==> src/rtl/cnt_pkg.sv <==
// rtl/cnt_pkg.sv - shared types and defaults for the counter sequencer
// Contents:
//   state_t        sequencer state encoding (IDLE, RUN, PAUSED)
//   DEFAULT_WIDTH  default counter width in bits
//   DEFAULT_DIV    default clk cycles per count tick (100 MHz -> 10 Hz)
package cnt_pkg;

   typedef enum logic [1:0] {
      IDLE   = 2'b00,
      RUN    = 2'b01,
      PAUSED = 2'b10
   } state_t;

   localparam int DEFAULT_WIDTH = 4;
   localparam int DEFAULT_DIV   = 10_000_000;

endpackage

==> src/rtl/tick_gen.sv <==
// rtl/tick_gen.sv - prescaler producing the end-of-period flag for the count tick
// Ports:
//   clk   in  system clock
//   rst   in  synchronous active-high reset, clears the prescaler
//   en    in  advance the prescaler this cycle (wraps DIV-1 -> 0)
//   sclr  in  synchronous clear of the prescaler, dominates en
//   tick  out high while the prescaler sits at DIV-1
module tick_gen
   import cnt_pkg::*;
#(
   parameter int DIV = DEFAULT_DIV
) (
   input  logic clk,
   input  logic rst,
   input  logic en,
   input  logic sclr,
   output logic tick
);

   localparam int PW = (DIV > 1) ? $clog2(DIV) : 1;
   localparam logic [PW-1:0] LAST = PW'(DIV - 1);

   logic [PW-1:0] pre;

   always_ff @(posedge clk) begin
      if (rst || sclr) begin
         pre <= '0;
      end else if (en) begin
         pre <= (pre == LAST) ? '0 : pre + PW'(1);
      end
   end

   // Not gated by en: the caller qualifies it with its own run state, so a
   // held prescaler does not suppress the flag in the cycle it is sampled.
   assign tick = (pre == LAST);

endmodule

==> src/rtl/counter_sequencer.sv <==
// rtl/counter_sequencer.sv - start/pause/clear/load sequencing of the display counter
// Ports:
//   clk       in  system clock, single domain
//   rst       in  synchronous active-high reset
//   start     in  IDLE or PAUSED -> RUN
//   pause     in  RUN -> PAUSED
//   clear     in  count and prescaler to 0, state to IDLE
//   load      in  count <= load_val, prescaler to 0, state unchanged
//   load_val  in  value for load
//   up_dn     in  count direction sampled on each tick (1 = up)
//   count     out current count (registered)
//   running   out high while in RUN (registered)
//   tick      out one-cycle count enable (combinational)
//   wrap      out one-cycle registered pulse after a 15->0 or 0->15 step
module counter_sequencer
   import cnt_pkg::*;
#(
   parameter int WIDTH = DEFAULT_WIDTH,
   parameter int DIV   = DEFAULT_DIV
) (
   input  logic             clk,
   input  logic             rst,
   input  logic             start,
   input  logic             pause,
   input  logic             clear,
   input  logic             load,
   input  logic [WIDTH-1:0] load_val,
   input  logic             up_dn,
   output logic [WIDTH-1:0] count,
   output logic             running,
   output logic             tick,
   output logic             wrap
);

   localparam logic [WIDTH-1:0] CNT_MAX = '1;

   state_t           state;
   state_t           state_next;
   logic [WIDTH-1:0] count_next;
   logic             wrap_next;
   logic             pre_en;
   logic             pre_sclr;
   logic             period_end;

   tick_gen #(
      .DIV (DIV)
   ) u_tick_gen (
      .clk  (clk),
      .rst  (rst),
      .en   (pre_en),
      .sclr (pre_sclr),
      .tick (period_end)
   );

   assign tick = (state == RUN) && period_end;

   // A pause freezes the prescaler in the same cycle so that the resume
   // finishes exactly the interrupted period.
   assign pre_en = (state == RUN) && !pause;

   always_ff @(posedge clk) begin
      if (rst) begin
         state   <= IDLE;
         count   <= '0;
         wrap    <= 1'b0;
         running <= 1'b0;
      end else begin
         state   <= state_next;
         count   <= count_next;
         wrap    <= wrap_next;
         running <= (state_next == RUN);
      end
   end

   always_comb begin
      state_next = state;
      count_next = count;
      wrap_next  = 1'b0;
      pre_sclr   = 1'b0;

      if (clear) begin
         count_next = '0;
         state_next = IDLE;
         pre_sclr   = 1'b1;
      end else if (load) begin
         // load also wins over start, so the state is left as it was
         count_next = load_val;
         pre_sclr   = 1'b1;
      end else if (pause && (state == RUN)) begin
         state_next = PAUSED;
         // a tick dropped by the pause restarts the period from 0
         pre_sclr   = tick;
      end else begin
         if (start && (state != RUN)) begin
            state_next = RUN;
         end
         if (tick) begin
            if (up_dn) begin
               count_next = count + WIDTH'(1);
               wrap_next  = (count == CNT_MAX);
            end else begin
               count_next = count - WIDTH'(1);
               wrap_next  = (count == '0);
            end
         end
      end

      // unused encoding recovers to IDLE
      if ((state != IDLE) && (state != RUN) && (state != PAUSED)) begin
         state_next = IDLE;
      end
   end

endmodule
==> config.mk <==
export PLATFORM = sky130hd
export DESIGN_NAME = counter_sequencer
export DESIGN_NICKNAME = d
export VERILOG_FILES = /design/src/rtl/cnt_pkg.sv /design/src/rtl/tick_gen.sv /design/src/rtl/counter_sequencer.sv
export SDC_FILE = /design/constraint.sdc
export NUM_CORES = 1
export LEC_CHECK = 0
export ABC_AREA = 0
export CAP_MARGIN = 30
export CORE_MARGIN = 8
export CORE_UTILIZATION = 55
export CTS_BUF_LIST = sky130_fd_sc_hd__clkbuf_8 sky130_fd_sc_hd__clkbuf_16
export CTS_CLUSTER_DIAMETER = 80
export DETAILED_ROUTE_END_ITERATION = 16
export PLACE_DENSITY = 0.75
export SLEW_MARGIN = 20
export SYNTH_ARGS = -nofsm -noshare
export SYNTH_HDL_FRONTEND = slang
export SYNTH_SLANG_ARGS = --single-unit
==> constraint.sdc <==
create_clock -name clk -period 2.7 [get_ports clk]
set_clock_uncertainty 0.15 [all_clocks]
set_input_delay 0.54 -clock clk [delete_from_list [all_inputs] [get_ports clk]]
set_output_delay 0.54 -clock clk [all_outputs]
set_load 0.01 [all_outputs]
**After elaboration in Yosys (flattened, before gate mapping)**

Index checks and enable logic that the tools add are counted.

- Bits in registers: 32
- Input bits: 11
- Output and inout bits: 7
- Word-level logic and storage cells: 44

- $add $sub $neg: 3
- Equality and inequality tests: 7
- Muxes and demuxes: 14
- Bitwise logic cells: 1
- Reduce and logical (&&, ||, !) cells: 14

Operators by type and width:

| kind | count |
|---|---|
| adder 24 x 1 -> 24 bit (second input constant) | 1 |
| equality test 24 bit (second input constant) | 1 |
| 2-to-1 mux 24 bit | 1 |
| 2-to-1 mux 4 bit | 4 |
| 2-to-1 mux 2 bit | 5 |
| logical AND 1 bit | 6 |
| OR reduction 5 bit | 1 |
| adder 4 x 1 -> 4 bit (second input constant) | 1 |
| equality test 2 x 1 -> 1 bit (second input constant) | 2 |
| equality test 4 bit (second input constant) | 1 |
| zero test 4 bit | 1 |
| 2-to-1 mux 1 bit | 4 |
| inequality test 2 bit (second input constant) | 2 |
| nonzero test 2 bit | 2 |
| subtractor 4 x 1 -> 4 bit (second input constant) | 1 |
| inequality test 2 x 1 -> 1 bit (second input constant) | 1 |
| AND reduction 2 bit | 1 |
| OR reduction 2 bit | 1 |
| zero test 1 bit | 1 |
| logical OR 1 bit | 1 |
| NOT 1 bit | 1 |

**Longest topological paths before layout**

Gate-level depths: netlist of the first run.

- Word-level depth: 8
- Depth in mapped cells: 7

**Modules after synthesis**

From an unflattened synthesis of the first run, not the netlist that was laid out.

- Cells, all modules: 192
- Area, all modules: 1,665.3 um^2

Modules (own cells, without submodules):

| module | times used | cells an instance | area an instance (um^2) | sequential area each (um^2) |
|---|---|---|---|---|
| tick_gen | 1 | 136 | 1,171.1 | 480.5 |
| counter_sequencer | 1 | 56 | 494.2 | 160.2 |

**Worst setup path after synthesis of the first run**

Ideal clock, no wire load.

- Kind: register to output
- From: register u_tick_gen.pre[13]
- To: output port tick
- Arrival: 1.552 ns
- Data required time: 2.010 ns
- Slack: 0.458 ns
- Stages on the path, launching flop included: 5
- Path buffers: 0
- Path through: dfxtp_1 -> or4_1 -> nor4_2 -> nand2_2 -> nor2_1

- Longest elaborated chain between the ends: 2

Ends and longest elaborated chain:

| element | line | source |
|---|---|---|
| from (decl) | tick_gen.sv:23 | `logic [PW-1:0] pre;` |
| from (signal assigned) | tick_gen.sv:29 | `pre <= (pre == LAST) ? '0 : pre + PW'(1);` |
| equality test 24 bit | tick_gen.sv:35 | `assign tick = (pre == LAST);` |
| logical AND 1 bit | counter_sequencer.sv:55 | `assign tick = (state == RUN) && period_end;` |
| to (decl) | counter_sequencer.sv:31 | `output logic tick,` |

Every way passes these cells.

**Worst setup path in the final report of the first run**

Ends and elaborated chain as after synthesis.

==> summary.md, run 1 <==
| Metric | Value |
|---|---|
| Crit path arrival time | `1.83 ns` |
| Cell taking the most area after synthesis | `dfxtp_1` |
| CTS tree | `yes` |
| First-pass GRT wire length | `6.203 mm` |
| Hold-fix buffers, CTS | `0` |
| Max stage delay on crit path | `0.57 ns` |
| Chip Height | `69.60 um` |
| Core area | `0.002734 mm2` |
| Synthesized Nets | `197` |
| GRT Total Usage | `15.54%` |
| Post-synth ARST share | `0%` |
| Max-Cap Viols | `0` |
| Mapped Area | `0.001580 mm2` |
| Main synth FF type | `dfxtp_1` |
| Most frequent cell after synthesis | `dfxtp_1` |
| Avg Cell Area, Syn | `8.683 um2` |
| IO Count | `18` |
| Peak supply drop | `0.6121 mV` |
| Area delta synth->final | `25.34%` |
| Total CTS buffers | `5` |
| Post-synth top area share | `40.54%` |
| 1st-iter DRT viols | `82` |
| Run status | `finished clean` |
| Hold depth | `2` |
| Worst Path Max Fanout | `2` |
| TritonRoute pass-1 iters | `4` |
| Hold crit path type | `register to register` |
| Vias in the first global route | `1414` |
| Hold endpoint | `u_tick_gen.pre[1]` |
| Initial antenna violation count | `0` |
| Final setup vio count | `0` |
| FF+latch count, synth | `32` |
| Worst-Skew Late Latency | `0.29 ns` |
| Die width | `69.60 um` |
| Via count | `1448` |
| Crit Path Category | `register to output pin` |
| Share of layout cells above drive strength 1 | `14.22%` |
| Die area | `0.004844 mm2` |
| CP Cell Sequence | `or4_1 -> nor4_4 -> nand2_2 -> nor2_1 -> clkbuf_2` |
| CTS H-tree lvls | `2` |
| Initial Util | `57.80%` |
| Total wire length | `3.779 mm` |
| Synth unique cells | `43` |
| FF-to-FF setup slack | `0.34 ns` |
| Clk slew on worst S/H paths | `0.07 ns` |
| Placed inst area | `0.001877 mm2` |
| Sequential share of the synthesized area | `40.54%` |
| Vias per std cell | `5.815` |
| Row Count | `19` |
| Synth area leaders | `dfxtp_1, xnor2_1, nor2_1` |
| Nets@finish | `232` |
| Top cells by count, synth | `dfxtp_1, nor2_1, nand3_1, xnor2_1, xor2_1` |
| RSZ-0062 raised after global routing | `no` |
| FF-to-FF Start | `u_tick_gen.pre[13]` |
| Worst slew pin tran | `0.4277 ns` |
| GPL Wtd Cong | `0.8206` |
| Post-DRT Antenna Nets | `0` |
| Post-layout util | `72.45%` |
| Post-synth EDFFs | `0` |
| Clk buf depth | `2` |
| TNS Setup | `0 ns` |
| R2r endpoint | `count[3]` |
| Critical path's slowest cell | `or4_1` |
| Ant. Diodes | `0` |
| Reg2Reg Depth | `6` |
| Critical Path RT | `2.01 ns` |
| Syn Inst Count | `182` |
| Warning count from the yosys run | `0` |
| Critical Path End Type | `output pin` |
| Crit share post-route | `93.32%` |
| Crit path launch type | `register` |
| Clk sink count | `32` |
| WL/cell | `15.18 um` |
| Total gr overflow | `0` |
| CTS root buf | `clkbuf_8` |
| Rel. slew slack | `71.10%` |
| Port bufs | `17` |
| Hpwl dp | `2.716 mm` |
| Largest net degree at the start of global routing | `23` |
| Pleak | `0.7016 nW` |
| PD cells | `464.2 mW/mm2` |
| Max Slew Vio Count | `0` |
| Final Cell Area | `0.001981 mm2` |
| Min-delay src | `u_tick_gen.pre[1]` |
| Hold Fails Final Rpt | `0` |
| Fmax | `396.9 MHz` |
| Drt drc | `0` |
| Final Critical Period | `2.520 ns` |
## layer usage
metal | wire length, um | vias up | GRT usage (%)
met4 | 119 | 0 | 8.884
met2 | 1794 | 44 | 25.31
met1 | 1679 | 678 | 17.16
met5 | 0 | - | 0
li1 | - | 711 | -
met3 | 185 | 15 | 5.293
## worst max-delay path, delay by kind of cell (launching register included)
kind | cells | cell delay (ns)
buffers and inverters | 1 | 0.14
flip-flops | 1 | 0.31
AND/OR/NAND/NOR | 4 | 1.10
## cells by family after synthesis
family / after synthesis / share of synthesized area, %
flops: 32 / 40.54
buf+inv: 7 / 1.821
mux: 2 / 1.267
xor+xnor: 25 / 13.86
compound gates: 18 / 6.810
fa+ha+maj: 4 / 3.642
simple gates: 94 / 32.07
## cell type report
type / instances / area [um2]
Multi-Input combinational cell: 143 / 919.6
Fill cell: 225 / 753.2
Sequential cell: 32 / 640.6
Timing Repair Buffer: 32 / 277.8
Clock buffer: 6 / 82.58
Tap cell: 31 / 38.79
Inverter: 3 / 11.26
Clock inverter: 2 / 10.01
## worst max path at each step
stage | slack (ns) | end | depth (start not counted) | start
after floorplan | 0.46 | tick | 4 | u_tick_gen.pre[13]
after global placement | 0.08 | u_tick_gen.pre[16] | 7 | pause
after detailed placement | 0.03 | count[3] | 8 | up_dn
after CTS | 0.05 | tick | 5 | u_tick_gen.pre[7]
after global routing | 0.09 | tick | 5 | u_tick_gen.pre[13]
final | 0.18 | tick | 5 | u_tick_gen.pre[13]
## where the power goes
part           leakage (nW)  switching, W  internal (W)
logic                 0.392     0.0000278     0.0000313
clock network        0.0510      0.000177      0.000203
registers             0.258    0.00000458      0.000476
total                 0.702      0.000210      0.000710
## flip-flops by register name, indices dropped and copies added, names as in the netlist
| register | count |
|---|---|
| count | 4 |
| running | 1 |
| state | 2 |
| u_tick_gen.pre | 24 |
| wrap | 1 |
## placed cells by master, fill, tap and decap left out, types with 3 or more instances in the layout
| master | count |
|---|---|
| a21oi_1 | 7 |
| nor2_1 | 29 |
| clkbuf_8 | 6 |
| o21ai_0 | 4 |
| nand2_1 | 11 |
| nor4_1 | 4 |
| dfxtp_1 | 32 |
| xnor2_1 | 13 |
| and3_1 | 5 |
| clkdlybuf4s50_1 | 16 |
| nand4_1 | 6 |
| inv_1 | 3 |
| buf_4 | 15 |
| xor2_1 | 12 |
| nand3_1 | 13 |
| nor3_1 | 5 |
| ha_1 | 3 |
## stage by stage
step,hold slack [ns],total power (W),std cells,worst slack (ns)
4_1_cts,0.3618,0.0009264,248,0.05487
3_3_place_gp,0.3323,0.0005462,240,0.08084
5_1_grt,0.3936,0.0009510,249,0.09122
6_report,0.3648,0.0009194,249,0.1805
3_5_place_dp,0.3524,0.0005486,240,0.02741
2_1_floorplan,0.3188,0.0005171,182,0.4580
## repair_timing
action / CTS / global route
resized for setup: 2 / 2
buffers inserted: 0 / 1
pin swaps: 1 / 1
endpoints found under the setup margin: 1 / 1
hold endpoints to repair: 0 / 0
Power figures use the tool's default switching activity.
==> run 2, diff against run 1 <==
Settings changed: CORE_UTILIZATION 55 to 60, DONT_BUFFER_PORTS set to 1, PLACE_DENSITY 0.75 to 0.73.
==> run 2 against run 1 <==
Net effect: die area fell by 6.4%; critical path depth is 1 lower; utilization down 2.1 points; final area is 12% lower; non-clock buffer count is 29 lower; maximum frequency is 2.9% lower; register-to-register slack is essentially flat; global-route usage up 0.91 points; critical endpoint unchanged; critical path type unchanged; clock power grew 18%; total power rose by 4.6%; highest routed layer unchanged.
==> summary.md, run 2 (synthesis results as in run 1) <==
| Metric | Value |
|---|---|
| GPL Wtd Cong | `0.8175 (-0.38%)` |
| Run status | `finished clean` |
| Non-filler cells in the finished layout | `219 (-12%)` |
| Placed inst area | `0.001623 mm2 (-14%)` |
| Max Slew Vio Count | `0 (unchanged)` |
| Internal Power | `0.0007586 W (+6.9%)` |
| Peak supply drop | `0.4623 mV (-24%)` |
| Pleak | `0.5844 nW (-17%)` |
| Vias per std cell | `5.845 (+0.51%)` |
| Post-DRT Antenna Nets | `0 (unchanged)` |
| PD cells | `552.2 mW/mm2 (+19%)` |
| CTS tree | `yes` |
| Nets@finish | `203 (-13%)` |
| TNS Setup | `0 ns (unchanged)` |
| Crit path launch type | `register` |
| Hpwl dp | `2.364 mm (-13%)` |
| First-pass GRT wire length | `5.699 mm (-8.1%)` |
| Row Count | `18 (-1)` |
| Ant. Diodes | `0 (unchanged)` |
| Setup Fix Bufs, Post-CTS | `0 (unchanged)` |
| Critical Path End Type | `output pin` |
| IO Count | `18 (unchanged)` |
| Cells after DPL | `211 (-12%)` |
| GRT Total Usage | `16.46% (+0.91 points)` |
| Psw | `0.0002031 W (-3.1%)` |
| Worst setup slack after layout | `0.1054 ns (-0.07503 ns)` |
| Chip Height | `67.32 um (-3.3%)` |
| WL/cell | `14.91 um (-1.7%)` |
| Rel. slew slack | `71.79% (+0.69 points)` |
| Total gr overflow | `0 (unchanged)` |
| Worst Path Max Fanout | `8 (+6)` |
| Crit share post-route | `96.09% (+2.8 points)` |
| Share of layout cells above drive strength 1 | `9.524% (-4.7 points)` |
| Hold-fix buffers, CTS | `0 (unchanged)` |
| Max reg flops | `24 (unchanged)` |
| Clk slew on worst S/H paths | `0.06 ns (about the same)` |
| Largest net degree at the start of global routing | `23 (unchanged)` |
| Final Cell Area | `0.001742 mm2 (-12%)` |
| TritonRoute pass-1 iters | `4 (unchanged)` |
| Via count | `1280 (-12%)` |
| Biggest regs | `u_tick_gen.pre (24), count (4), state (2)` |
| Crit Path Category | `register to output pin` |
| Drt drc | `0 (unchanged)` |
| Crit path arrival time | `1.90 ns (+0.07 ns)` |
| Die width | `67.32 um (-3.3%)` |
| Clk sink count | `32 (unchanged)` |
| RSZ-0062 raised after global routing | `no` |
| Worst slew pin tran | `0.4175 ns (-0.01023 ns)` |
| 1st-iter DRT viols | `69 (-16%)` |
| Clk buf depth | `2 (unchanged)` |
| CTS H-tree lvls | `2 (unchanged)` |
| CTS root buf | `clkbuf_8` |
| Core area | `0.002477 mm2 (-9.4%)` |
| Final Critical Period | `2.595 ns (+0.07503 ns)` |
| Comb power frac | `3.4% (-3.0 points)` |
| Most flop-heavy register | `u_tick_gen.pre` |
| Hold Fails Final Rpt | `0 (unchanged)` |
| Critical Path RT | `2.01 ns (about the same)` |
| Reg power frac | `50.1% (-2.1 points)` |
| Hold crit path type | `primary input to register` |
| Post-layout util | `70.30% (-2.1 points)` |
| Die area | `0.004532 mm2 (-6.4%)` |
| Total wire length | `3.266 mm (-14%)` |
| Switching share of power | `21.12% (-1.7 points)` |
| Worst-Skew Late Latency | `0.29 ns (about the same)` |
| Initial antenna violation count | `0 (unchanged)` |
| Total CTS buffers | `5 (unchanged)` |
| Vias in the first global route | `1266 (-10%)` |
| Port bufs | `0 (-17)` |
| Clock share of power | `46.5% (+5.1 points)` |
| Area delta synth->final | `10.21%` |
| Dpl ws | `0.3004 ns (+0.2730 ns)` |
| Most common cell after layout, fill and taps aside | `dfxtp_1` |
| Initial Util | `63.79% (+6.0 points)` |
| Fmax | `385.4 MHz (-2.9%)` |
| Max-Cap Viols | `0 (unchanged)` |
| Final setup vio count | `0 (unchanged)` |
| Most frequent cells in the layout | `dfxtp_1, nor2_1, nand3_1, xnor2_1, xor2_1` |
-- run 2: critical path, stage by stage, from the launching register on --
cell and delay, ns:
dfxtp_1 0.36, or4b_1 0.59, nor4_4 0.34, nand2_2 0.17, nor2_2 0.16
-- run 2: layout make-up --
class	instances	area, um2
Timing Repair Buffer	3	22.52
Clock inverter	3	38.79
Multi-Input combinational cell	143	922.1
Tap cell	30	37.54
Clock buffer	5	68.82
Inverter	3	11.26
Fill cell	202	735.7
Sequential cell	32	640.6
-- run 2: what timing repair did --
| item | CTS | global route |
|---|---|---|
| gates resized for setup | 1 | 1 |
| hold endpoints to repair | 0 | 0 |
| pin swaps | 0 | 1 |
| setup endpoints to repair | 1 | 1 |
-- run 2: through the flow --
| step | hold WS, ns | power (W) |
|---|---|---|
| after floorplan | 0.3188 | 0.0005171 |
| after global placement | 0.3420 | 0.0005238 |
| after detailed placement | 0.3415 | 0.0005250 |
| after CTS | 0.1738 | 0.0009685 |
| after global routing | 0.1737 | 0.0009971 |
| final | 0.1780 | 0.0009617 |
-- run 2: metal layers --
| layer | track usage (%) | vias up | share of wire, % |
|---|---|---|---|
| met4 | 10.44 | 0 | 2.9 |
| met1 | 19.32 | 593 | 48 |
| met2 | 26.16 | 22 | 45 |
| li1 | - | 655 | - |
| met5 | 0 | - | 0 |
| met3 | 4.305 | 10 | 4.0 |
-- run 2: final timing paths --
kind	cells past startpoint	endpoint	slack, ns	start
worst max-delay path	4	tick	0.11	u_tick_gen.pre[7]
worst min register to register	2	u_tick_gen.pre[1]	0.35	u_tick_gen.pre[1]
worst min-delay path	1	state[1]	0.18	rst
worst max register to register	5	count[3]	0.33	u_tick_gen.pre[7]
-- run 2: power groups by stage --
| stage | logic, W | clock network [W] | registers (W) |
|---|---|---|---|
| floorplan | 0.0000258 | 0 | 0.000491 |
| global placement | 0.0000313 | 0 | 0.000492 |
| detailed placement | 0.0000321 | 0 | 0.000493 |
| CTS | 0.0000323 | 0.000454 | 0.000482 |
| global route | 0.0000374 | 0.000477 | 0.000483 |
| finish | 0.0000325 | 0.000447 | 0.000482 |
